<file path="config.mk">
export PLATFORM = sky130hd
export DESIGN_NAME = mem_lane_sequencer
export DESIGN_NICKNAME = d
export VERILOG_FILES = /design/src/rtl/gpu_pkg.sv /design/src/rtl/mem_lane_sequencer.sv
export SDC_FILE = /design/constraint.sdc
export NUM_CORES = 1
export LEC_CHECK = 0
export CAP_MARGIN = 20
export CORE_MARGIN = 2
export CORE_UTILIZATION = 48
export CTS_CLUSTER_DIAMETER = 120
export CTS_CLUSTER_SIZE = 16
export DETAILED_ROUTE_END_ITERATION = 10
export GPL_TIMING_DRIVEN = 0
export MAX_ROUTING_LAYER = met4
export PLACE_DENSITY_LB_ADDON = 0.3
export SETUP_SLACK_MARGIN = 0.15
export SLEW_MARGIN = 20
export SYNTH_ARGS = -nofsm -noshare
export SYNTH_HDL_FRONTEND = slang
export SYNTH_SLANG_ARGS = --single-unit
</file>
<file path="constraint.sdc">
create_clock -name clk -period 3.2 [get_ports clk]
set_input_delay 0.64 -clock clk [delete_from_list [all_inputs] [get_ports clk]]
set_output_delay 0.64 -clock clk [all_outputs]
set_load 0.02 [all_outputs]
</file>
<file path="src/rtl/gpu_pkg.sv">
// gpu_pkg: shared lane count, default lane width, lane vector type and
// memory-sequencer FSM states.
package gpu_pkg;
    localparam int LANES = 3;
    localparam int N_DEF = 18;
    typedef logic [LANES-1:0][N_DEF-1:0] lane_vec_t;
    typedef enum logic [2:0] {IDLE, ACC0, ACC1, ACC2, DRAIN} seq_state_t;
endpackage

</file>
<file path="src/rtl/mem_lane_sequencer.sv">
// mem_lane_sequencer: serialises a 3-lane EX/MEM op onto one synchronous memory port.
// Optional MEM_SEQ_ADDR_CHECK_EN suppresses out-of-range lane accesses and reports addr_err.
module mem_lane_sequencer
    import gpu_pkg::*;
#(
    parameter int N      = N_DEF,
    parameter int MEM_AW = 16
) (
    input  logic                  clk,
    input  logic                  reset,
    input  logic                  in_valid,
    output logic                  stall,
    input  logic [LANES-1:0][N-1:0] alu_result,
    input  logic [LANES-1:0][N-1:0] write_data,
    input  logic                  RegWrite,
    input  logic                  MemtoReg,
    input  logic                  MemWrite,
    input  logic [3:0]            WA3,
    output logic [N-1:0]          mem_addr,
    output logic [N-1:0]          mem_wdata,
    output logic                  mem_we,
    input  logic [N-1:0]          mem_rdata,
    output logic                  out_valid,
    output logic [LANES-1:0][N-1:0] read_data,
    output logic [LANES-1:0][N-1:0] alu_result_o,
    output logic                  RegWriteO,
    output logic                  MemtoRegO,
    output logic [3:0]            WA3O
`ifdef MEM_SEQ_ADDR_CHECK_EN
    ,
    output logic                  addr_err
`endif
);
    if (MEM_AW > N) begin : g_aw_check
        $error("MEM_AW must not exceed N");
    end

    seq_state_t state, state_n;
    logic [LANES-1:0][N-1:0] cap_addr, cap_wdata;
    logic [1:0][N-1:0] rd_buf;
    logic cap_we, cap_mtr, cap_rw;
    logic [3:0] cap_wa3;
    logic accept, mem_op, in_acc;
    logic [1:0] lane;
    logic [LANES-1:0] lane_ok;

    assign stall  = state != IDLE;
    assign accept = in_valid && !stall && !reset;
    assign mem_op = MemWrite | MemtoReg;

`ifdef MEM_SEQ_ADDR_CHECK_EN
    always_comb begin
        for (int i = 0; i < LANES; i++) lane_ok[i] = (cap_addr[i] >> MEM_AW) == '0;
    end
`else
    assign lane_ok = '1;
`endif

    always_comb begin
        in_acc    = state inside {ACC0, ACC1, ACC2};
        lane      = state == ACC0 ? 2'd0 : state == ACC1 ? 2'd1 : 2'd2;
        mem_addr  = in_acc ? cap_addr[lane] : '0;
        mem_wdata = in_acc ? cap_wdata[lane] : '0;
        mem_we    = in_acc && cap_we && lane_ok[lane];
        state_n   = state == IDLE  ? (accept && mem_op ? ACC0 : IDLE) :
                    state == DRAIN ? IDLE : seq_state_t'(state + 3'd1);
    end

    // Lane i's read data arrives one cycle after ACCi, i.e. while in the following state.
    always_ff @(posedge clk) begin
        if (reset) begin
            state        <= IDLE;
            out_valid    <= 1'b0;
            read_data    <= '0;
            alu_result_o <= '0;
            RegWriteO    <= 1'b0;
            MemtoRegO    <= 1'b0;
            WA3O         <= '0;
`ifdef MEM_SEQ_ADDR_CHECK_EN
            addr_err     <= 1'b0;
`endif
        end else begin
            state     <= state_n;
            out_valid <= 1'b0;
            if (accept) begin
                cap_addr  <= alu_result;
                cap_wdata <= write_data;
                cap_we    <= MemWrite;
                cap_mtr   <= MemtoReg;
                cap_rw    <= RegWrite;
                cap_wa3   <= WA3;
            end
            if (state == ACC1) rd_buf[0] <= cap_mtr && lane_ok[0] ? mem_rdata : '0;
            if (state == ACC2) rd_buf[1] <= cap_mtr && lane_ok[1] ? mem_rdata : '0;
            if (accept && !mem_op) begin
                out_valid    <= 1'b1;
                read_data    <= '0;
                alu_result_o <= alu_result;
                RegWriteO    <= RegWrite;
                MemtoRegO    <= MemtoReg;
                WA3O         <= WA3;
`ifdef MEM_SEQ_ADDR_CHECK_EN
                addr_err     <= 1'b0;
`endif
            end else if (state == DRAIN) begin
                out_valid    <= 1'b1;
                read_data    <= {cap_mtr && lane_ok[2] ? mem_rdata : '0, rd_buf[1], rd_buf[0]};
                alu_result_o <= cap_addr;
                RegWriteO    <= cap_rw;
                MemtoRegO    <= cap_mtr;
                WA3O         <= cap_wa3;
`ifdef MEM_SEQ_ADDR_CHECK_EN
                addr_err     <= ~&lane_ok;
`endif
            end
        end
    end
endmodule
</file>
==> out/summary.md <==
### Outcome
• status: finished clean

### Pwr
• power share of the sequential group: 0.557
• leakage power of the design: 4.72 nW
• total power: 6.84 mW
• Worst VDD drop: 0.330 mV
• power share of the combinational group: 0.094
• net switching share of the total power: 0.227
• Pint: 5.29 mW
• power per unit of standard cell area: 476 nW/um2
• relative contribution of the clock network to total power: 0.349
• P_sw: 1.55 mW

### Synthesis
• average instance area after synthesis: 12.1 um2
• synthesized area: 10500 um2
• share of synthesized area occupied by flip-flops and latches: 0.659
• Syn Nets: 1006
• number of storage elements in the synthesis netlist: 269
• Post-Synthesis Cells: 865
• Cell variety after synth: 34
• warning count from the yosys run: 0

### Route
• Pre-antenna DRT Iters: 5
• wire length per cell after detailed routing: 20.7 um
• remaining antenna violation count after routing: 0
• First DRT Iteration DRCs: 651
• Via Count: 8158
• routed wire length: 30500 um
• DR vias/cell: 5.52
• detailed-route DRC error count: 0

### Min path
• cell count of the worst hold path: 2
• Hold Startpoint: read_data[29]
• Hold Path End: read_data[29]
• path category of the worst min-delay check: reg -> reg

### Timing
• setup TNS: 0 ns
• transition time of the tightest slew-check pin: 0.784 ns
• worst clock skew: 0.0141 ns
• worst-case headroom to the max-slew limit: 0.478
• Pins Over Slew Limit: 0
• fraction of the cycle the final worst path needs: 0.932
• maximum frequency from static timing analysis: 335 MHz
• setup ws final: 0.218 ns
• setup repair after global routing missed its margin: true
• Fin. Hold Viols: 0
• setup-violating endpoint count in the final report: 0
• worst hold slack across all endpoints: 0.453 ns
• Min Clock Period, post-route: 2.98 ns

### Clock network
• number of levels the H-tree was split into: 1
• clock edge transition at the registers on the reported setup and hold paths: 0.08 ns
• count of clock tree sinks: 269
• clock insertion delay at the later pin of the skew report: 0.50 ns
• worst-case clock buffer depth: 3
• clock tree from TritonCTS: done
• cts hold-fix bufs: 0
• CTS Root Cell: clkbuf_16
• TritonCTS buffer count: 20

### Place
• RD Place Congestion: 0.823
• area after detailed placement: 13800 um2
• post-detailed-placement half-perimeter wirelength: 21800 um
• post-placement worst setup slack: -0.318 ns
• number of I/O port buffers: 288
• number of placed instances, taps included: 1437

### Setup path
• source of the worst register-to-register timing path: state[0]
• arrival time reported for the critical path endpoint: 2.34 ns
• capture instance of the worst register-to-register path: cap_addr[5]
• category of the critical setup timing path: reg -> out
• data required time at the worst endpoint: 2.56 ns
• crit start category: register
• sort of element at the end of the critical path: primary output
• CP Max Fanout: 9
• Worst Reg-to-Reg Cells: 8
• worst reg2reg setup slack: 0.76 ns

### Floorplan
• die outline area: 23000 um2
• die height: 152 um
• core outline area: 21600 um2
• number of top-level pins: 289
• FP Rows: 54
• initial core utilization: 0.484
• overall die width: 152 um

### Finish
• non-filler instance count after layout: 1477
• final core utilization: 0.664
• fill count: 1691
• share of cells above drive strength 1: 0.125
• layout overhead on the synthesized area: 37.2%
• post-route cell area: 14400 um2
• number of nets in the layout: 1323

### Global routing
• sum of overflow across all layers after global routing: 0
• first-pass GRT wire length: 44800 um
• number of antenna violations at the first check in global routing: 0
• pin count of the biggest net entering global routing: 64
• number of global-route vias before repair: 8156
• aggregate global-route resource usage: 0.265

### Flow run
• Max-Cap Viols: 0

synth_stat cells:
cell       number  share of area
nand2_1       205          0.073
edfxtp_1      151           0.43
dfxtp_1       118           0.23
a21oi_1        58          0.028
nor3_1         35          0.017
a311oi_1       29          0.024
nor2_1         29          0.010
buf_2          28          0.013
clkbuf_1       27         0.0097
a221oi_2       25          0.036
mux2i_1        25          0.024
a22oi_1        23          0.016
o2bb2ai_1      23          0.019
and2_1         20          0.012
a22o_1         12          0.010
buf_6          12          0.013
o21ai_0        12         0.0057
a311oi_2        5         0.0072
ha_1            5         0.0060
buf_4           4         0.0029
inv_1           4         0.0014
nor2b_1         2         0.0012
nor3b_1         2         0.0014
a21boi_0        1        0.00072
a2bb2oi_1       1        0.00084
a41o_1          1        0.00096
buf_1           1        0.00036
buf_12          1         0.0019
clkinv_4        1        0.00084
inv_2           1        0.00036
nand2_4         1         0.0011
nand4bb_1       1         0.0011
o21bai_1        1        0.00072
or2_2           1        0.00060
worst max-delay path, cell delays in order (launching register included):
cell and delay, ns:
dfxtp_1 0.33, buf_6 0.12, buf_4 0.18, o21bai_2 0.21, and2_1 0.17, buf_6 0.15, buf_12 0.13, a22o_1 0.23
dlygate4sd2_1 0.32
kinds of logic (layout without fill, tap and decap cells):
family | after synthesis | after routing | share of synthesized area
and+or+nand+nor | 296 | 296 | 0.118
DFF | 269 | 269 | 0.659
AOI/OAI and AO/OA | 191 | 191 | 0.150
buffers and inverters | 79 | 410 | 0.0437
muxes | 25 | 25 | 0.0239
adders and majority gates | 5 | 5 | 0.00598
other | 0 | 1 | 0
cells in the final DEF (no fill, tap or decap), drive strengths merged:
cell	netlist	final
edfxtp	151	151
a21oi	58	58
o21bai	1	1
dlymetal6s2s	0	1
clkdlybuf4s50	0	251
nor2b	2	2
a41o	1	1
dfxtp	118	118
clkdlybuf4s15	0	10
diode	0	1
a22oi	23	23
buf	46	73
dlygate4sd2	0	6
o2bb2ai	23	23
nor3b	2	2
a311oi	34	34
a221oi	25	25
a21boi	1	1
nor3	35	35
and2	20	20
clkbuf	27	62
mux2i	25	25
a22o	12	12
clkinv	1	2
a2bb2oi	1	1
ha	5	5
o21ai	12	12
nand4bb	1	1
nand2	206	206
or2	1	1
inv	5	5
nor2	29	29
how the worst max path moves through the flow:
| stage | startpoint | end | slack, ns | cells past startpoint |
|---|---|---|---|---|
| floorplan | reset | rd_buf[0] | 0.36 | 3 |
| global placement | reset | rd_buf[0] | -1.19 | 4 |
| detailed placement | state[2] | mem_addr[13] | -0.32 | 9 |
| CTS | state[0] | mem_addr[16] | 0.05 | 8 |
| global route | state[0] | mem_wdata[14] | 0.08 | 8 |
| finish | state[2] | mem_addr[0] | 0.22 | 8 |
layout make-up:
cell class                 count  area, um2  area share
inverter                       6       27.5     0.00192
clock buffer                  35        578      0.0402
tap                          280        350      0.0244
antenna                        1       2.50    0.000174
clock inverter                 1       5.00    0.000348
sequential                   269       6900       0.480
timing repair buffer         295       2880       0.201
multi-input combinational    517       3140       0.219
buffer                        73        482      0.0335
power by group through the flow:
stage	logic, mW	registers, mW	clock network [mW]
3_3_place_gp	0.635	3.89	0
3_5_place_dp	0.652	3.89	0
4_1_cts	0.646	3.81	2.42
5_1_grt	0.683	3.82	2.56
6_report	0.644	3.81	2.39
2_1_floorplan	0.245	3.90	0
sequential cells by signal, indices dropped and copies added, names as in the netlist, 3 cells and up:
register / count
state: 3
cap_wdata: 54
cap_wa3: 4
cap_addr: 54
alu_result_o: 54
read_data: 54
rd_buf: 36
WA3O: 4
timing repair:
action                                  4_1_cts  5_1_grt
buffers inserted                              2        1
endpoints found under the setup margin       37       35
pin swaps                                     1        0
gates resized for setup                     121       27
layer usage:
layer / GRT usage / part of all wire / vias up
li1: - / - / 3784
met1: 0.330 / 0.39 / 3926
met2: 0.441 / 0.50 / 384
met3: 0.0515 / 0.085 / 64
met4: 0.0796 / 0.029 / 0
met5: - / 0 / -
Power figures use the tool's default switching activity.
